--- src/rtl/ser_code_tx.sv ---
// Serial code transmitter: shifts an N-bit code out MSB first with GAP idle cycles between bits, then waits for the safe's verdict.
// First ser_valid one cycle after start is accepted; no backpressure, and start is ignored until the DONE cycle has passed.
module ser_code_tx #(
  parameter int N       = 4,
  parameter int GAP     = 2,
  parameter int TIMEOUT = 16
) (
  input  logic         clk,
  input  logic         rst,
  input  logic         start,
  input  logic [N-1:0] code,
  input  logic         unlock_valid,
  input  logic         unlock,
  input  logic         incorrect,
  output logic         busy,
  output logic         ser_valid,
  output logic         ser_data,
  output logic         done,
  output logic         pass,
  output logic         fail,
  output logic         timeout
);

  localparam int BW = $clog2(N + 1);
  localparam int TW = $clog2(TIMEOUT + 1);
  localparam logic [BW-1:0] LAST_BIT = BW'(N - 1);
  localparam logic [TW-1:0] T_LAST   = TW'(TIMEOUT - 1);
  localparam logic [7:0]    GAP_LAST = (GAP > 0) ? 8'(GAP - 1) : 8'd0;

  typedef enum logic [2:0] {
    S_IDLE,
    S_SEND,
    S_GAP,
    S_WAIT,
    S_DONE
  } state_t;

  state_t        state_q, state_d;
  logic [N-1:0]  shift_q, shift_d;
  logic [BW-1:0] bit_cnt_q, bit_cnt_d;
  logic [7:0]    gcnt_q, gcnt_d;
  logic [TW-1:0] tcnt_q, tcnt_d;
  logic          pass_d, fail_d, timeout_d;

  // The per-bit acknowledge carries no information this side acts on.
  logic unused_ack;
  assign unused_ack = unlock_valid;

  always_comb begin
    state_d   = state_q;
    shift_d   = shift_q;
    bit_cnt_d = bit_cnt_q;
    gcnt_d    = gcnt_q;
    tcnt_d    = tcnt_q;
    pass_d    = pass;
    fail_d    = fail;
    timeout_d = timeout;
    case (state_q)
      S_IDLE: begin
        if (start) begin
          shift_d   = code;
          bit_cnt_d = '0;
          pass_d    = 1'b0;
          fail_d    = 1'b0;
          timeout_d = 1'b0;
          state_d   = S_SEND;
        end
      end
      S_SEND: begin
        shift_d   = {shift_q[N-2:0], 1'b0};
        bit_cnt_d = bit_cnt_q + BW'(1);
        if (bit_cnt_q == LAST_BIT) begin
          tcnt_d  = '0;
          state_d = S_WAIT;
        end else if (GAP == 0) begin
          state_d = S_SEND;
        end else begin
          gcnt_d  = '0;
          state_d = S_GAP;
        end
      end
      S_GAP: begin
        gcnt_d = gcnt_q + 8'd1;
        if (gcnt_q == GAP_LAST) begin
          state_d = S_SEND;
        end
      end
      S_WAIT: begin
        // unlock outranks incorrect, and both outrank the timeout
        if (unlock) begin
          pass_d  = 1'b1;
          state_d = S_DONE;
        end else if (incorrect) begin
          fail_d  = 1'b1;
          state_d = S_DONE;
        end else if (tcnt_q == T_LAST) begin
          timeout_d = 1'b1;
          state_d   = S_DONE;
        end else begin
          tcnt_d = tcnt_q + TW'(1);
        end
      end
      S_DONE: begin
        state_d = S_IDLE;
      end
      default: begin
        state_d = S_IDLE;
      end
    endcase
  end

  // Outputs are registered from the next state so they line up with the state they describe.
  always_ff @(posedge clk) begin
    if (rst) begin
      state_q   <= S_IDLE;
      shift_q   <= '0;
      bit_cnt_q <= '0;
      gcnt_q    <= '0;
      tcnt_q    <= '0;
      busy      <= 1'b0;
      ser_valid <= 1'b0;
      ser_data  <= 1'b0;
      done      <= 1'b0;
      pass      <= 1'b0;
      fail      <= 1'b0;
      timeout   <= 1'b0;
    end else begin
      state_q   <= state_d;
      shift_q   <= shift_d;
      bit_cnt_q <= bit_cnt_d;
      gcnt_q    <= gcnt_d;
      tcnt_q    <= tcnt_d;
      busy      <= (state_d != S_IDLE);
      ser_valid <= (state_d == S_SEND);
      ser_data  <= (state_d == S_SEND) && shift_d[N-1];
      done      <= (state_d == S_DONE);
      pass      <= pass_d;
      fail      <= fail_d;
      timeout   <= timeout_d;
    end
  end

endmodule
--- config.mk ---
export PLATFORM = sky130hd
export DESIGN_NAME = ser_code_tx
export DESIGN_NICKNAME = d
export VERILOG_FILES = /design/src/rtl/ser_code_tx.sv
export SDC_FILE = /design/constraint.sdc
export NUM_CORES = 1
export LEC_CHECK = 0
export BUFFER_PORTS_ARGS = -buffer_cell sky130_fd_sc_hd__buf_2
export CAP_MARGIN = 0
export CORE_MARGIN = 2
export CORE_UTILIZATION = 36
export CTS_BUF_LIST = sky130_fd_sc_hd__clkbuf_8
export DETAILED_ROUTE_END_ITERATION = 12
export PLACE_DENSITY_LB_ADDON = 0.1
export SKIP_LAST_GASP = 1
export SLEW_MARGIN = 5
export SYNTH_ARGS = -nofsm -noshare
export SYNTH_HDL_FRONTEND = slang
export SYNTH_SLANG_ARGS = --single-unit
--- constraint.sdc ---
create_clock -name clk -period 2.44 [get_ports clk]
set_input_delay 0.244 -clock clk [delete_from_list [all_inputs] [get_ports clk]]
set_output_delay 0.244 -clock clk [all_outputs]
set_load 0.01 [all_outputs]
* Word-level counts from Yosys, hierarchy flattened
Cells that the tools add are included.
** Operators by class
- Mux-type cells :: 28
- Eq/ne operators :: 17
- $add $sub $neg :: 3
- Reduce and logical (&&, ||, !) cells :: 13
** Operator list (count)
- 5-bit two-way mux :: 4
- 3-bit two-way mux :: 6
- 2-bit inequality test (second input constant) :: 9
- 8-bit case mux with 2 select lines :: 1
- 3-bit case mux with 4 select lines :: 1
- 5-bit case mux with 2 select lines :: 1
- 5-bit AND reduction :: 2
- 3-bit by 2-bit equality test with 1-bit output (second input constant) :: 3
- 8-bit by 1-bit adder with 8-bit output (second input constant) :: 1
- 8-bit by 1-bit equality test with 1-bit output (second input constant) :: 1
- 1-bit two-way mux :: 8
- 8-bit two-way mux :: 1
- 4-bit case mux with 2 select lines :: 1
- 2-bit nonzero test :: 4
- 3-bit by 1-bit equality test with 1-bit output (second input constant) :: 2
- 1-bit case mux with 2 select lines :: 3
- 3-bit case mux with 2 select lines :: 1
- 5-bit by 1-bit adder with 5-bit output (second input constant) :: 1
- 5-bit by 4-bit equality test with 1-bit output (second input constant) :: 1
- 4-bit two-way mux :: 1
- 2-bit AND reduction :: 2
- 4-bit AND reduction :: 1
- 3-bit by 1-bit adder with 3-bit output (second input constant) :: 1
- 3-bit equality test (second input constant) :: 1
- other kinds (4) :: 4
** Storage, ports and cells
- Input port bits :: 10
- Logic and storage cells :: 74
- Output and inout bits :: 7
- Flip-flop bits (word level) :: 30

* Longest topological paths before layout
Gate-level depths: netlist of run 1.
- Word-level depth :: 7
- Depth in mapped cells :: 7

* Worst setup path after synthesis of run 1
OpenSTA, ideal clock, no wires.
- Path kind :: register to register
- From :: register tcnt_q[0]
- To :: register tcnt_q[3]
- Stages on the path, launching flop included :: 8
- Setup time :: 0.086 ns
- Path buffers :: 0
- Period minus slack after synthesis :: 1.897 ns
- Data arrival time :: 1.812 ns
- Path slack :: 0.543 ns
- Path through :: dfxtp_1 -> ha_1 -> and3_1 -> ha_1 -> nor3_1 -> nand3_1 -> xor2_1 -> a211oi_1
** Between the ends
- Word-level cells in the longest chain between the ends :: 5
- Elaborated cells on any way between the ends :: 8
** RTL lines
- from (decl) :: RTL line 42 : logic [TW-1:0] tcnt_q, tcnt_d;
- from (signal assigned) :: RTL line 132 : tcnt_q <= tcnt_d;
- 5-bit by 1-bit adder with 5-bit output :: RTL line 100 : tcnt_d = tcnt_q + TW'(1);
- 5-bit two-way mux :: RTL line 96 : end else if (tcnt_q == T_LAST) begin
- 5-bit two-way mux :: RTL line 93 : end else if (incorrect) begin
- 5-bit two-way mux :: RTL line 90 : if (unlock) begin
- 5-bit case mux with 2 select lines :: RTL line 58 : case (state_q)
Several ways; a longest one is shown, not always the timed one. The select of a mux whose other input is x is not followed.
A chain may end at the register's enable or synchronous reset.

* Final worst setup path of run 1
- From :: register bit_cnt_q[0]
- To :: register gcnt_q[4]
** Between the ends
- Word-level cells in the longest chain between the ends :: 3
** RTL lines
- from (decl) :: RTL line 40 : logic [BW-1:0] bit_cnt_q, bit_cnt_d;
- from (signal assigned) :: RTL line 130 : bit_cnt_q <= bit_cnt_d;
- 3-bit by 2-bit equality test with 1-bit output :: RTL line 72 : if (bit_cnt_q == LAST_BIT) begin
- 2-bit inequality test (no line)
- 2-bit AND reduction (no line)
- to (signal assigned) :: RTL line 131 : gcnt_q <= gcnt_d;
- to (decl) :: RTL line 41 : logic [7:0] gcnt_q, gcnt_d;
Every way passes these cells.

==> results of run 1 <==
-- critical path, stage by stage, from the launching register on --
cell	delay, ns
dfxtp_1	0.32
ha_1	0.19
ha_1	0.24
or4b_1	0.59
and2_1	0.25
o21ai_1	0.14
a21oi_1	0.07
-- cells in the final DEF (no fill, tap or decap), drive strengths merged, types with 2 or more instances in the layout --
| master | instances |
|---|---|
| a22oi | 6 |
| buf | 17 |
| mux2i | 3 |
| clkbuf | 8 |
| ha | 6 |
| nand3b | 2 |
| nor4b | 2 |
| nor2b | 3 |
| xor2 | 2 |
| and2 | 3 |
| nor3b | 2 |
| a211oi | 4 |
| o311ai | 2 |
| nor3 | 10 |
| or4 | 2 |
| inv | 3 |
| a21oi | 13 |
| o21ai | 3 |
| nor2 | 18 |
| dfxtp | 30 |
| a31oi | 3 |
| nand3 | 2 |
| or2 | 2 |
| nand2 | 9 |
| and3 | 3 |
-- state kept, by name (all words and copies together) (netlist names) --
register / flops
gcnt_q: 8
tcnt_q: 5
shift_q: 4
bit_cnt_q: 3
state_q: 3
busy: 1
done: 1
fail: 1
pass: 1
ser_data: 1
ser_valid: 1
timeout: 1
-- worst min-delay path by stage --
stage                                  from                       to
floorplan                               rst     ser_valid$_SDFF_PP0_
global placement    shift_q[1]$_SDFFE_PP0P_  shift_q[1]$_SDFFE_PP0P_
detailed placement  shift_q[1]$_SDFFE_PP0P_  shift_q[1]$_SDFFE_PP0P_
CTS                                 code[0]  shift_q[0]$_SDFFE_PP0P_
global route                        code[2]  shift_q[2]$_SDFFE_PP0P_
finish                              code[0]  shift_q[0]$_SDFFE_PP0P_
-- cell usage after synthesis (2+ instances only) --
| library cell | number |
|---|---|
| nand3_1 | 2 |
| clkbuf_1 | 4 |
| and3_1 | 3 |
| a21oi_1 | 12 |
| and2_1 | 3 |
| nand2_1 | 8 |
| or4_1 | 2 |
| nor2b_1 | 3 |
| nand3b_1 | 2 |
| nor3_1 | 10 |
| buf_6 | 2 |
| o311ai_0 | 2 |
| a211oi_1 | 4 |
| a31oi_1 | 3 |
| buf_2 | 2 |
| mux2i_1 | 3 |
| o21ai_0 | 2 |
| or2_2 | 2 |
| nor2_1 | 18 |
| ha_1 | 6 |
| dfxtp_1 | 30 |
| inv_1 | 3 |
| a22oi_1 | 6 |
| xor2_1 | 2 |
-- cell type report --
class / instances / share of cell area
Inverter: 3 / 0.00703
Multi-Input combinational cell: 110 / 0.456
Timing Repair Buffer: 17 / 0.0562
Sequential cell: 30 / 0.375
Clock buffer: 8 / 0.0687
Tap cell: 48 / 0.0375
-- metal layers --
layer / GRT usage / share of wire / up-vias
met5: 0 / 0 / -
li1: - / - / 574
met4: 0.0689 / 0.019 / 0
met3: 0.0511 / 0.047 / 5
met2: 0.216 / 0.44 / 18
met1: 0.173 / 0.49 / 517
-- through the flow --
step            util  setup WS, ns  power (µW)  hold WS, ns  area [µm²]
4_1_cts        0.435         0.501        1150        0.215        1600
5_1_grt        0.435         0.393        1190        0.255        1600
2_1_floorplan      -         0.543         646        0.320        1400
6_report       0.435         0.505        1130        0.216        1600
3_3_place_gp   0.405         0.526         673        0.442        1490
3_5_place_dp   0.405         0.513         676        0.449        1490
-- cell families after synthesis --
kind of cell    Yosys count  synth area share
compound gates           33             0.151
xor+xnor                  2            0.0125
fa+ha+maj                 6            0.0537
buf+inv                  12            0.0474
flops                    30             0.430
mux                       4            0.0295
simple gates             65             0.276
-- power breakdown --
part | leakage (µW) | total, µW | switching [µW] | internal (µW)
clock | 0.0000575 | 463 | 178 | 284
combinational | 0.000333 | 131 | 74.4 | 57.0
sequential | 0.000243 | 532 | 21.1 | 511
total | 0.000634 | 1130 | 274 | 852
==> results.py, run 1 <==
metrics = {
    "yosys": {
        "syn_inst": 152,
        "synth.largest_area_cell": "dfxtp_1",
        "yosysWarnings": 0,
        "synthesis.nets": 168,
        "yosysSeqAreaShare": 0.430,
        "synth-edff-count": 0,
        "yosys-top-cells-area": "dfxtp_1, ha_1, nor2_1, a21oi_1, nor3_1",
        "ys_types": 42,
        "synth_area_um2": 1400,
        "syn_avg_cell_area_um2": 9.19,
        "yosys.area.top_type_share": 0.430,
        "synth-async-reset-ratio": 0,
        "synth_top_flop_cell": "dfxtp_1",
        "yosys_register_bits": 30,
    },
    "cells_and_area": {
        "stdcell_count": 216,
        "drive_gt1_frac": 0.202,
        "n_antenna_cell": 0,
        "fillers": 383,
        "ff_latch_area_um2": 601,
        "finalNetCount": 183,
        "multi_input_area_um2": 731,
        "synthToLayoutAreaGrowth_pct": 14.7,
    },
    "timing": {
        "fin_crit_sh": 0.793,
        "final-setup-viol-count": 0,
        "period_minus_slack_ns": 1.93,
        "relSlewSlack": 0.626,
        "maxSlewViolCount": 0,
        "grt_setup_unrepaired": "no",
        "fin_worst_skew_ns": 0.00381,
        "fmax_mhz": 517,
        "finalHoldViolations": 0,
        "fin_tns_setup_ns": 0,
        "worst_pin_slew_ns": 0.561,
    },
    "place": {
        "dp.cells": 208,
        "hpwlAfterDp_um": 1870,
        "port_buffers": 15,
        "place.gp.congestion": 0.793,
    },
    "clock_tree": {
        "cts-buffers-inserted": 5,
        "postCtsSetupBuffers": 0,
        "cts_num_sinks": 30,
        "cts-resized-gates": 0,
        "ctsHoldBuffers": 0,
        "cts_root_buf": "clkbuf_8",
        "clk_path_buf_depth": 2,
        "htree_levels": 2,
        "clkTransAtPathRegs_ns": 0.06,
        "clock_latency_ns": 0.28,
        "cts_tree": "built",
    },
    "floorplan": {
        "die_y_um": 66.3,
        "core_um2": 3690,
        "fp.dieW_um": 66.3,
        "core.rowCount": 22,
        "die_area_um2": 4400,
        "ioPinCount": 17,
        "initial_core_util": 0.379,
    },
    "worst_setup_path": {
        "worstRegToRegCells": 6,
        "crit_path_max_fanout": 5,
        "crit_path_end_kind": "flip-flop",
        "r2r_slack_ns": 0.51,
        "r2r_end": "gcnt_q[4]$_SDFFE_PP0P_",
        "reg2reg_from": "bit_cnt_q[0]$_SDFFE_PP0P_",
        "setup.worst_path.class": "reg2reg",
        "endpoint": "gcnt_q[4]$_SDFFE_PP0P_",
        "cp.required_ns": 2.59,
        "critPathLaunchType": "flip-flop",
        "worstSetupStartpoint": "bit_cnt_q[0]$_SDFFE_PP0P_",
        "cp.arrival_ns": 2.08,
    },
    "route": {
        "drt-initial-drc-count": 44,
        "wire_per_inst_um": 12.2,
        "num_vias": 1114,
        "drt.antenna.violating_nets": 0,
        "drcViolationCount": 0,
        "avgViaCountPerCell": 5.16,
        "firstDrtPassIters": 4,
        "wirelength_um": 2640,
    },
    "global_route": {
        "grt_max_degree": 30,
        "track_usage": 0.141,
        "grt_pass1_wl_um": 4680,
        "grt_overflow_total": 0,
        "antenna_found_initial": 0,
        "grt_pass1_vias": 1056,
    },
    "hold_path": {
        "min_path_type": "in2reg",
        "hold-path-cell-count": 3,
    },
    "power": {
        "vdd_drop_max_mv": 0.360,
        "p_per_area_nw_per_um2": 703,
        "power.leakage_uw": 0.000634,
    },
    "status": {
        "outcome": "complete, no violations",
    },
    "run": {
        "cap_violations": 0,
    },
}
Note: power is estimated with default switching activity, not from simulation.
==> inputs of run 2 (changes only) <==
==> constraint.sdc (replaced) <==
create_clock -name clk -period 1.6 [get_ports clk]
set_input_delay 0.16 -clock clk [delete_from_list [all_inputs] [get_ports clk]]
set_output_delay 0.16 -clock clk [all_outputs]
set_load 0.01 [all_outputs]
==> results.py, run 2 (synthesis results as in run 1) <==
metrics = {
    "status": {
        "outcome": "complete, but fails checks",
        "violations": "negative setup slack",
    },
    "clock_tree": {
        "ctsHoldBuffers": 0,
        "clk_path_buf_depth": 2,
        "htree_levels": 2,
        "clock_latency_ns": 0.28,
        "clkTransAtPathRegs_ns": 0.06,
        "cts_num_sinks": 30,
        "cts-buffers-inserted": 5,
        "cts_root_buf": "clkbuf_8",
        "cts_tree": "built",
    },
    "cells_and_area": {
        "n_antenna_cell": 0,
        "largest_register_ffs": 8,
        "finalInstanceArea_um2": 1890,
        "final_common_cell": "buf_4",
        "ff_latch_area_um2": 609,
        "reg.largest.list": "gcnt_q x8, tcnt_q x5, shift_q x4",
        "drive_gt1_frac": 0.411,
        "multi_input_area_um2": 843,
        "fillers": 361,
        "layout_common_cells": "buf_4, dfxtp_1, nor2_1",
        "finalNetCount": 205,
        "synthToLayoutAreaGrowth_pct": 35.2,
        "regMostFlops": "gcnt_q",
    },
    "worst_setup_path": {
        "crit_path_end_kind": "flip-flop",
        "crit_path_max_fanout": 5,
        "reg2reg_from": "bit_cnt_q[1]$_SDFFE_PP0P_",
        "r2r_end": "gcnt_q[4]$_SDFFE_PP0P_",
        "cp.arrival_ns": 1.81,
        "critPathLaunchType": "flip-flop",
        "cp.required_ns": 1.74,
        "r2r_slack_ns": -0.07,
        "setup.worst_path.class": "reg2reg",
        "worstRegToRegCells": 6,
    },
    "route": {
        "drt-initial-drc-count": 69,
        "drcViolationCount": 0,
        "wire_per_inst_um": 12.5,
        "wirelength_um": 2980,
        "avgViaCountPerCell": 5.08,
        "num_vias": 1210,
        "firstDrtPassIters": 4,
        "drt.antenna.violating_nets": 0,
    },
    "hold_path": {
        "hold-path-cell-count": 3,
        "holdPathEnd": "shift_q[0]$_SDFFE_PP0P_",
        "min_path_type": "in2reg",
        "worstHoldStart": "code[0]",
    },
    "timing": {
        "relSlewSlack": 0.615,
        "fin_worst_skew_ns": 0.00613,
        "fin_tns_setup_ns": -0.181,
        "fin_crit_sh": 1.04,
        "fmax_mhz": 599,
        "grt_setup_unrepaired": "yes",
        "finalHoldViolations": 0,
        "worst_pin_slew_ns": 0.577,
        "layout_setup_ws_ns": -0.0688,
        "maxSlewViolCount": 0,
        "period_minus_slack_ns": 1.67,
        "final-setup-viol-count": 7,
    },
    "power": {
        "p_per_area_nw_per_um2": 953,
        "vdd_drop_max_mv": 0.537,
        "power.leakage_uw": 0.000755,
        "power.total_uw": 1800,
    },
    "floorplan": {
        "fp.dieW_um": 66.3,
        "die_y_um": 66.3,
        "die_area_um2": 4400,
        "core_um2": 3690,
        "core.rowCount": 22,
        "initial_core_util": 0.379,
        "ioPinCount": 17,
    },
    "global_route": {
        "track_usage": 0.154,
        "grt_max_degree": 30,
        "grt_pass1_wl_um": 5110,
        "antenna_found_initial": 0,
        "grt_overflow_total": 0,
        "grt_pass1_vias": 1144,
    },
    "run": {
        "cap_violations": 0,
    },
    "place": {
        "placed_area_um2": 1650,
        "hpwlAfterDp_um": 2010,
        "port_buffers": 15,
        "place.gp.congestion": 0.772,
    },
}
run 2: cell count changes in the layout (fill, tap and decap cells not counted), sizes merged:
cell and delta:
buf +22
run 2: timing repair:
action / 4_1_cts / 5_1_grt
gates resized for setup: 9 / 11
pin swaps: 10 / 7
buffers inserted: 4 / 3
setup endpoints to repair: 12 / 24
run 2: routing by layer:
layer | vias up | global-route usage | part of all wire | wire (µm)
li1 | 622 | - | - | -
met1 | 564 | 0.203 | 0.49 | 1460
met2 | 19 | 0.228 | 0.46 | 1360
met3 | 5 | 0.0409 | 0.036 | 106
met4 | 0 | 0.0791 | 0.016 | 48
met5 | - | 0 | 0 | 0
run 2: worst max-delay path by stage:
stage | startpoint | end | slack, ns
2_1_floorplan | bit_cnt_q[0]$_SDFFE_PP0P_ | gcnt_q[4]$_SDFFE_PP0P_ | -0.06
3_3_place_gp | bit_cnt_q[1]$_SDFFE_PP0P_ | gcnt_q[4]$_SDFFE_PP0P_ | -0.12
3_5_place_dp | tcnt_q[0]$_SDFFE_PP0P_ | tcnt_q[4]$_SDFFE_PP0P_ | -0.12
4_1_cts | tcnt_q[0]$_SDFFE_PP0P_ | tcnt_q[3]$_SDFFE_PP0P_ | -0.06
5_1_grt | tcnt_q[0]$_SDFFE_PP0P_ | tcnt_q[2]$_SDFFE_PP0P_ | -0.16
6_report | bit_cnt_q[1]$_SDFFE_PP0P_ | gcnt_q[4]$_SDFFE_PP0P_ | -0.07
run 2: worst max-delay path, cell delays in order (launching register included):
cell     delay [ns]
dfxtp_2        0.33
ha_4           0.16
ha_4           0.15
or4b_4         0.52
and2_4         0.18
o21ai_1        0.12
a21oi_1        0.07
run 2: through the flow:
stage,std cells,util,worst slack (ns),hold slack [ns]
floorplan,152,-,-0.0586,0.236
global placement,223,0.448,-0.116,0.419
detailed placement,223,0.448,-0.122,0.415
CTS,235,0.497,-0.0608,0.124
global route,238,0.512,-0.157,0.177
finish,238,0.512,-0.0688,0.133
run 2: area by class of cell:
type,instances,area share
multi-input cells,110,0.446
repair buffers,39,0.135
flip-flops and latches,30,0.323
clock buffers,8,0.0583
inverters,3,0.00596
well taps,48,0.0318
run 2: power by group:
part,internal (µW),total (µW),switching (µW)
registers,782,809,26.8
logic,144,286,142
clock network,434,706,272
total,1360,1800,440
